File: config.mk
export PLATFORM = sky130hd
export DESIGN_NAME = fp32_mul_sched
export DESIGN_NICKNAME = d
export VERILOG_FILES = /design/src/rtl/fp32_mul_sched.sv
export SDC_FILE = /design/constraint.sdc
export NUM_CORES = 1
export LEC_CHECK = 0
export BUFFER_PORTS_ARGS = -buffer_cell sky130_fd_sc_hd__buf_4
export CAP_MARGIN = 30
export CORE_MARGIN = 2
export CORE_UTILIZATION = 45
export CTS_BUF_LIST = sky130_fd_sc_hd__clkbuf_4
export DETAILED_ROUTE_END_ITERATION = 10
export PLACE_DENSITY = 0.82
export SLEW_MARGIN = 20
export SYNTH_ARGS = -nofsm -noshare
export SYNTH_HDL_FRONTEND = slang
export SYNTH_SLANG_ARGS = --single-unit
File: constraint.sdc
create_clock -name clkn_i -period 4.5 [get_ports clkn_i]
set_clock_uncertainty 0.2 [all_clocks]
set_input_delay 0.45 -clock clkn_i [delete_from_list [all_inputs] [get_ports clkn_i]]
set_output_delay 0.45 -clock clkn_i [all_outputs]
set_load 0.02 [all_outputs]
File: src/rtl/fp32_mul_sched.sv
// fp32_mul_sched: round-robin scheduler sharing one pipelined FP32
// multiplier between requesters, with a credit-guarded response FIFO.
module fp32_mul_sched #(
  parameter int N_REQ     = 4,
  parameter int MUL_LAT   = 6,
  parameter int RSP_DEPTH = 8,
  parameter int ID_W      = $clog2(N_REQ)
) (
  input  logic                clkn_i,
  input  logic                rstn_i,
  input  logic [N_REQ-1:0]    req_valid_i,
  input  logic [32*N_REQ-1:0] req_a_i,
  input  logic [32*N_REQ-1:0] req_b_i,
  output logic [N_REQ-1:0]    req_ready_o,
  output logic [31:0]         mul_a_o,
  output logic [31:0]         mul_b_o,
  input  logic [31:0]         mul_res_i,
  output logic                rsp_valid_o,
  input  logic                rsp_ready_i,
  output logic [31:0]         rsp_data_o,
  output logic [ID_W-1:0]     rsp_id_o,
  output logic                busy_o
);

  localparam int PW = $clog2(RSP_DEPTH);
  localparam int CW = $clog2(RSP_DEPTH + 1);
  localparam logic [CW-1:0] CRD_MAX = CW'(RSP_DEPTH);
  localparam logic [PW:0] CNT_MAX = (PW+1)'(RSP_DEPTH);

  logic [ID_W-1:0]    rr_q;
  logic [CW-1:0]      crd_q;
  logic [CW-1:0]      crd_d;
  logic [31:0]        mul_a_q;
  logic [31:0]        mul_b_q;
  logic [MUL_LAT-1:0] tv_q;
  logic [MUL_LAT-1:0] tv_d;
  logic [ID_W-1:0]    tid_q [MUL_LAT];

  logic [31:0]        fd_q [RSP_DEPTH];
  logic [ID_W-1:0]    fi_q [RSP_DEPTH];
  logic [PW-1:0]      wp_q;
  logic [PW-1:0]      rp_q;
  logic [PW:0]        cnt_q;

  logic [N_REQ-1:0]   gnt;
  logic [ID_W-1:0]    gid;
  logic [ID_W-1:0]    idx;
  logic [31:0]        sel_a;
  logic [31:0]        sel_b;
  logic               issue;
  logic               pop;
  logic               wr;
  logic               can_issue;

  assign rsp_valid_o = (cnt_q != '0);
  assign pop         = rsp_valid_o & rsp_ready_i;
  assign wr          = tv_q[MUL_LAT-1];
  // a pop this cycle frees a slot the new op may claim
  assign can_issue   = (crd_q != '0) | pop;

  always_comb begin
    gnt = '0;
    gid = rr_q;
    idx = '0;
    for (int k = 1; k <= N_REQ; k++) begin
      idx = ID_W'((int'(rr_q) + k) % N_REQ);
      if (can_issue && gnt == '0 && req_valid_i[idx]) begin
        gnt[idx] = 1'b1;
        gid      = idx;
      end
    end
  end

  assign issue       = |gnt;
  assign req_ready_o = gnt;

  always_comb begin
    sel_a = '0;
    sel_b = '0;
    for (int i = 0; i < N_REQ; i++) begin
      if (gnt[i]) begin
        sel_a = req_a_i[32*i +: 32];
        sel_b = req_b_i[32*i +: 32];
      end
    end
  end

  always_comb begin
    crd_d = crd_q;
    unique case ({issue, pop})
      2'b10:   crd_d = crd_q - 1'b1;
      2'b01:   crd_d = crd_q + 1'b1;
      default: crd_d = crd_q;
    endcase
  end

  assign tv_d = MUL_LAT'({tv_q, issue});

  always_ff @(negedge clkn_i or negedge rstn_i) begin
    if (!rstn_i) begin
      rr_q    <= ID_W'(N_REQ - 1);
      crd_q   <= CRD_MAX;
      mul_a_q <= '0;
      mul_b_q <= '0;
      tv_q    <= '0;
    end else begin
      crd_q <= crd_d;
      tv_q  <= tv_d;
      if (issue) begin
        rr_q    <= gid;
        mul_a_q <= sel_a;
        mul_b_q <= sel_b;
      end else begin
        mul_a_q <= '0;
        mul_b_q <= '0;
      end
    end
  end

  // ids ride alongside the valid bits; stale ids behind a 0 valid are inert
  always_ff @(negedge clkn_i) begin
    tid_q[0] <= gid;
    for (int k = 1; k < MUL_LAT; k++) begin
      tid_q[k] <= tid_q[k-1];
    end
  end

  always_ff @(negedge clkn_i or negedge rstn_i) begin
    if (!rstn_i) begin
      wp_q  <= '0;
      rp_q  <= '0;
      cnt_q <= '0;
    end else begin
      assert (!(wr && cnt_q == CNT_MAX));
      if (wr) begin
        wp_q <= wp_q + 1'b1;
      end
      if (pop) begin
        rp_q <= rp_q + 1'b1;
      end
      cnt_q <= cnt_q + (PW+1)'(wr) - (PW+1)'(pop);
    end
  end

  always_ff @(negedge clkn_i) begin
    if (wr) begin
      fd_q[wp_q] <= mul_res_i;
      fi_q[wp_q] <= tid_q[MUL_LAT-1];
    end
  end

  assign rsp_data_o = fd_q[rp_q];
  assign rsp_id_o   = fi_q[rp_q];
  assign mul_a_o    = mul_a_q;
  assign mul_b_o    = mul_b_q;
  assign busy_o     = (|tv_q) | rsp_valid_o;

endmodule

==> metrics <==
status complete, but fails checks; violated checks negative setup slack; Nets 2249; Critical R2R Launch rr_q[0]$_DFFE_NN1P_; RSZ-0062 raised after global routing true; Initial Util ~46%; Via Count 13.8k; Ys Warns 0; die area approximately 38000 um^2; synth cell count leaders edfxtp_1, dfrtn_1, inv_1; asr flop ratio synth around 23%; largest net degree at the start of global routing 51; starting DRC count in detailed routing 971; Hold Crit Depth 0; num rows 69; relative slew slack a little over a third; initial antenna violation count 9; Top FF cell, synth edfxtp_1; Leak about 12 nW; biggest fanout along the worst timing path 5; endpoint class of the critical path output pin; vias in the first global route around 15k; total global routing track utilization between 30% and 40%; Area Growth Syn to Fin 57.2%; top-count cell post-synth edfxtp_1; synthesized net count approximately 1.3k; Hold Crit Class flop to flop; IO Port Bufs 398; Pint 0.0161 W; top cells by area, synth edfxtp_1, dfrtn_1, mux4_2; WP data arrival 5750 ps; R2R Path End crd_q[3]$_DFFE_NN1P_; DIE HEIGHT between 150 and 200 um; Sw Pwr roughly 0.012 W; CP Data Required Time 3850 ps; Post-synth EDFFs 272; CTS Root Buffer Type clkbuf_4; Clk pwr share between 10% and 20%; Synth Register Bits 370; kind of critical path flop to output pin; area leader, netlist edfxtp_1; Final Hold Fails 0; Die Wd between 150 and 200 um; worst slew pin tran between 900 and 1000 ps; Final Power approximately 0.028 W; power density cells roughly 1100 nW/um^2; synthesized instance count 1015; wire length of the first global-routing pass around 89000 um; GPL Wtd Cong between 1 and 1.5; total wire length ~66000 um; Final ANT Viol Nets 0; nature of the critical path startpoint flop; placed instance count just under 2k; CTS Buf Count between 100 and 150; clk slew on worst S/H paths roughly 40 ps; max-cap viol count 0; wire per inst 26.5 um; DRT Pass-1 Iters 5; setup violators final 111; maximum VDD drop about 810 uV; vias per cell about 5.6; DP Wirelength 35900 um; share of cells above drive strength 1 between 50% and 60%; hold path startpoint tid_q[0][0]$_DFF_N_; H-tree levels 3; Setup WS post-layout -1900 ps; Avg Cell Area, Syn around 16 um^2; logic gate share of total power ~66%; # DRC 0; core area 35600 um^2; Sw Ratio between 40% and 50%; Final Slew Violations 0; synthesized area between 15000 and 20000 um^2; clk_lat worst skew ~760 ps; post-synthesis sequential area ratio 64.9%; Clock Tree Buf Depth 3; gr ovfl total 0; sequential power share slightly below 20%; Synth cell types 64; Ports ~400; post-synth top area share 50.2%; Hold EP tid_q[1][0]$_DFF_N_; CTS Sinks 370; Finished Layout Cells ~2.5k; R2R cell count 21; CTS tree built; flop-to-flop setup slack approximately 20 ps
-- routing by layer --
metal  global-route usage (%)  wire, um
met1                     33.4     21900
met5                        0        12
met2                     55.3     34000
met4                     21.3      3730
met3                     11.1      5890
-- critical path, cell delays in order (launching register included) --
cell	delay, ps
dfstp_2	560
inv_4	40
ha_4	280
mux4_2	560
buf_6	150
buf_6	110
o211ai_1	140
a31oi_2	160
a221oi_2	230
buf_4	160
o21ai_4	60
buf_12	140
buf_8	120
-- how the worst max path moves through the flow --
stage	startpoint	end	slack (ps)	cells after the start
after floorplan	rr_q[0]$_DFFE_NN1P_	req_ready_o[3]	-1350	12
after global placement	req_valid_i[2]	mul_b_o[14]$_DFF_NN0_	-1550	14
after detailed placement	req_valid_i[0]	mul_b_o[14]$_DFF_NN0_	-1600	13
after CTS	rr_q[0]$_DFFE_NN1P_	req_ready_o[2]	-2050	8
after global routing	rr_q[0]$_DFFE_NN1P_	req_ready_o[0]	-2050	12
final	rr_q[0]$_DFFE_NN1P_	req_ready_o[3]	-1900	12
-- power by group through the flow --
stage / Clock [W] / Combinational, W / Sequential (W)
after CTS: 0.00405 / 0.0148 / 0.00542
after global routing: 0.00455 / 0.0192 / 0.00553
after floorplan: 0.000379 / 0.00834 / 0.00566
after detailed placement: 0.000379 / 0.0131 / 0.00543
after global placement: 0.000379 / 0.0128 / 0.00536
final: 0.00422 / 0.0184 / 0.00547
-- sequential cells by signal (all words and copies together) (netlist names) --
register  flops
tid_q        12
fd_q        256
cnt_q         4
wp_q          3
crd_q         4
mul_a_o      32
tv_q          6
rp_q          3
rr_q          2
mul_b_o      32
fi_q         16
-- through the flow --
stage          util, %  TNS (ps)  hold WS [ps]  area [um^2]  worst slack (ps)
6_report          71.9    -77930           116        25600             -1900
5_1_grt           71.9    -84380           113        25600             -2050
4_1_cts           68.1    -89310           120        24200             -2050
3_5_place_dp      59.6   -115460           114        21200             -1600
3_3_place_gp      59.6   -112420           111        21200             -1550
2_1_floorplan        -    -53500           110        16900             -1350
-- layout make-up --
type                    count  area (um^2)
diodes                      8         20.0
clock buffers             113          848
clock inverters           349         1390
fillers                  2192        10000
inverters                  81          310
multi-input cells         498         6300
flip-flops and latches    370        10600
well taps                 461          577
repair buffers            596         5560
-- what timing repair did --
| item | 4_1_cts | 5_1_grt |
|---|---|---|
| pin swaps | 18 | 72 |
| hold buffers | 0 | 0 |
| resized for setup | 104 | 164 |
| cloned | 7 | 17 |
| buffers inserted | 21 | 35 |
| endpoints found under the setup margin | 111 | 113 |
-- placed cells by master (no fill, tap or decap), types with 13 or more instances in the layout --
cell type  Yosys  final
mux4_2        70     70
clkbuf_4       0    113
nor3_2         1     50
a221oi_2      60     65
nor3_4         0     15
edfxtp_1     272    272
mux2_4         0     34
buf_4          0    465
ha_1          17     13
buf_6          8     72
nand2_1       76     75
inv_1         80    399
dfrtn_1       83     83
a21boi_4       0     32
a21boi_1      65     26
buf_12         0     27
-- cell families (layout without fill, tap and decap cells) --
group	Yosys count	in the layout	synth area share, %
fa+ha+maj	19	19	1.55
buf+inv	147	1139	3.93
simple gates	185	185	5.32
xor+xnor	11	11	0.592
other cells	0	8	0
flops	370	370	64.9
compound gates	167	167	10.8
mux	116	116	12.9
Note: power is estimated with default switching activity, not from simulation.
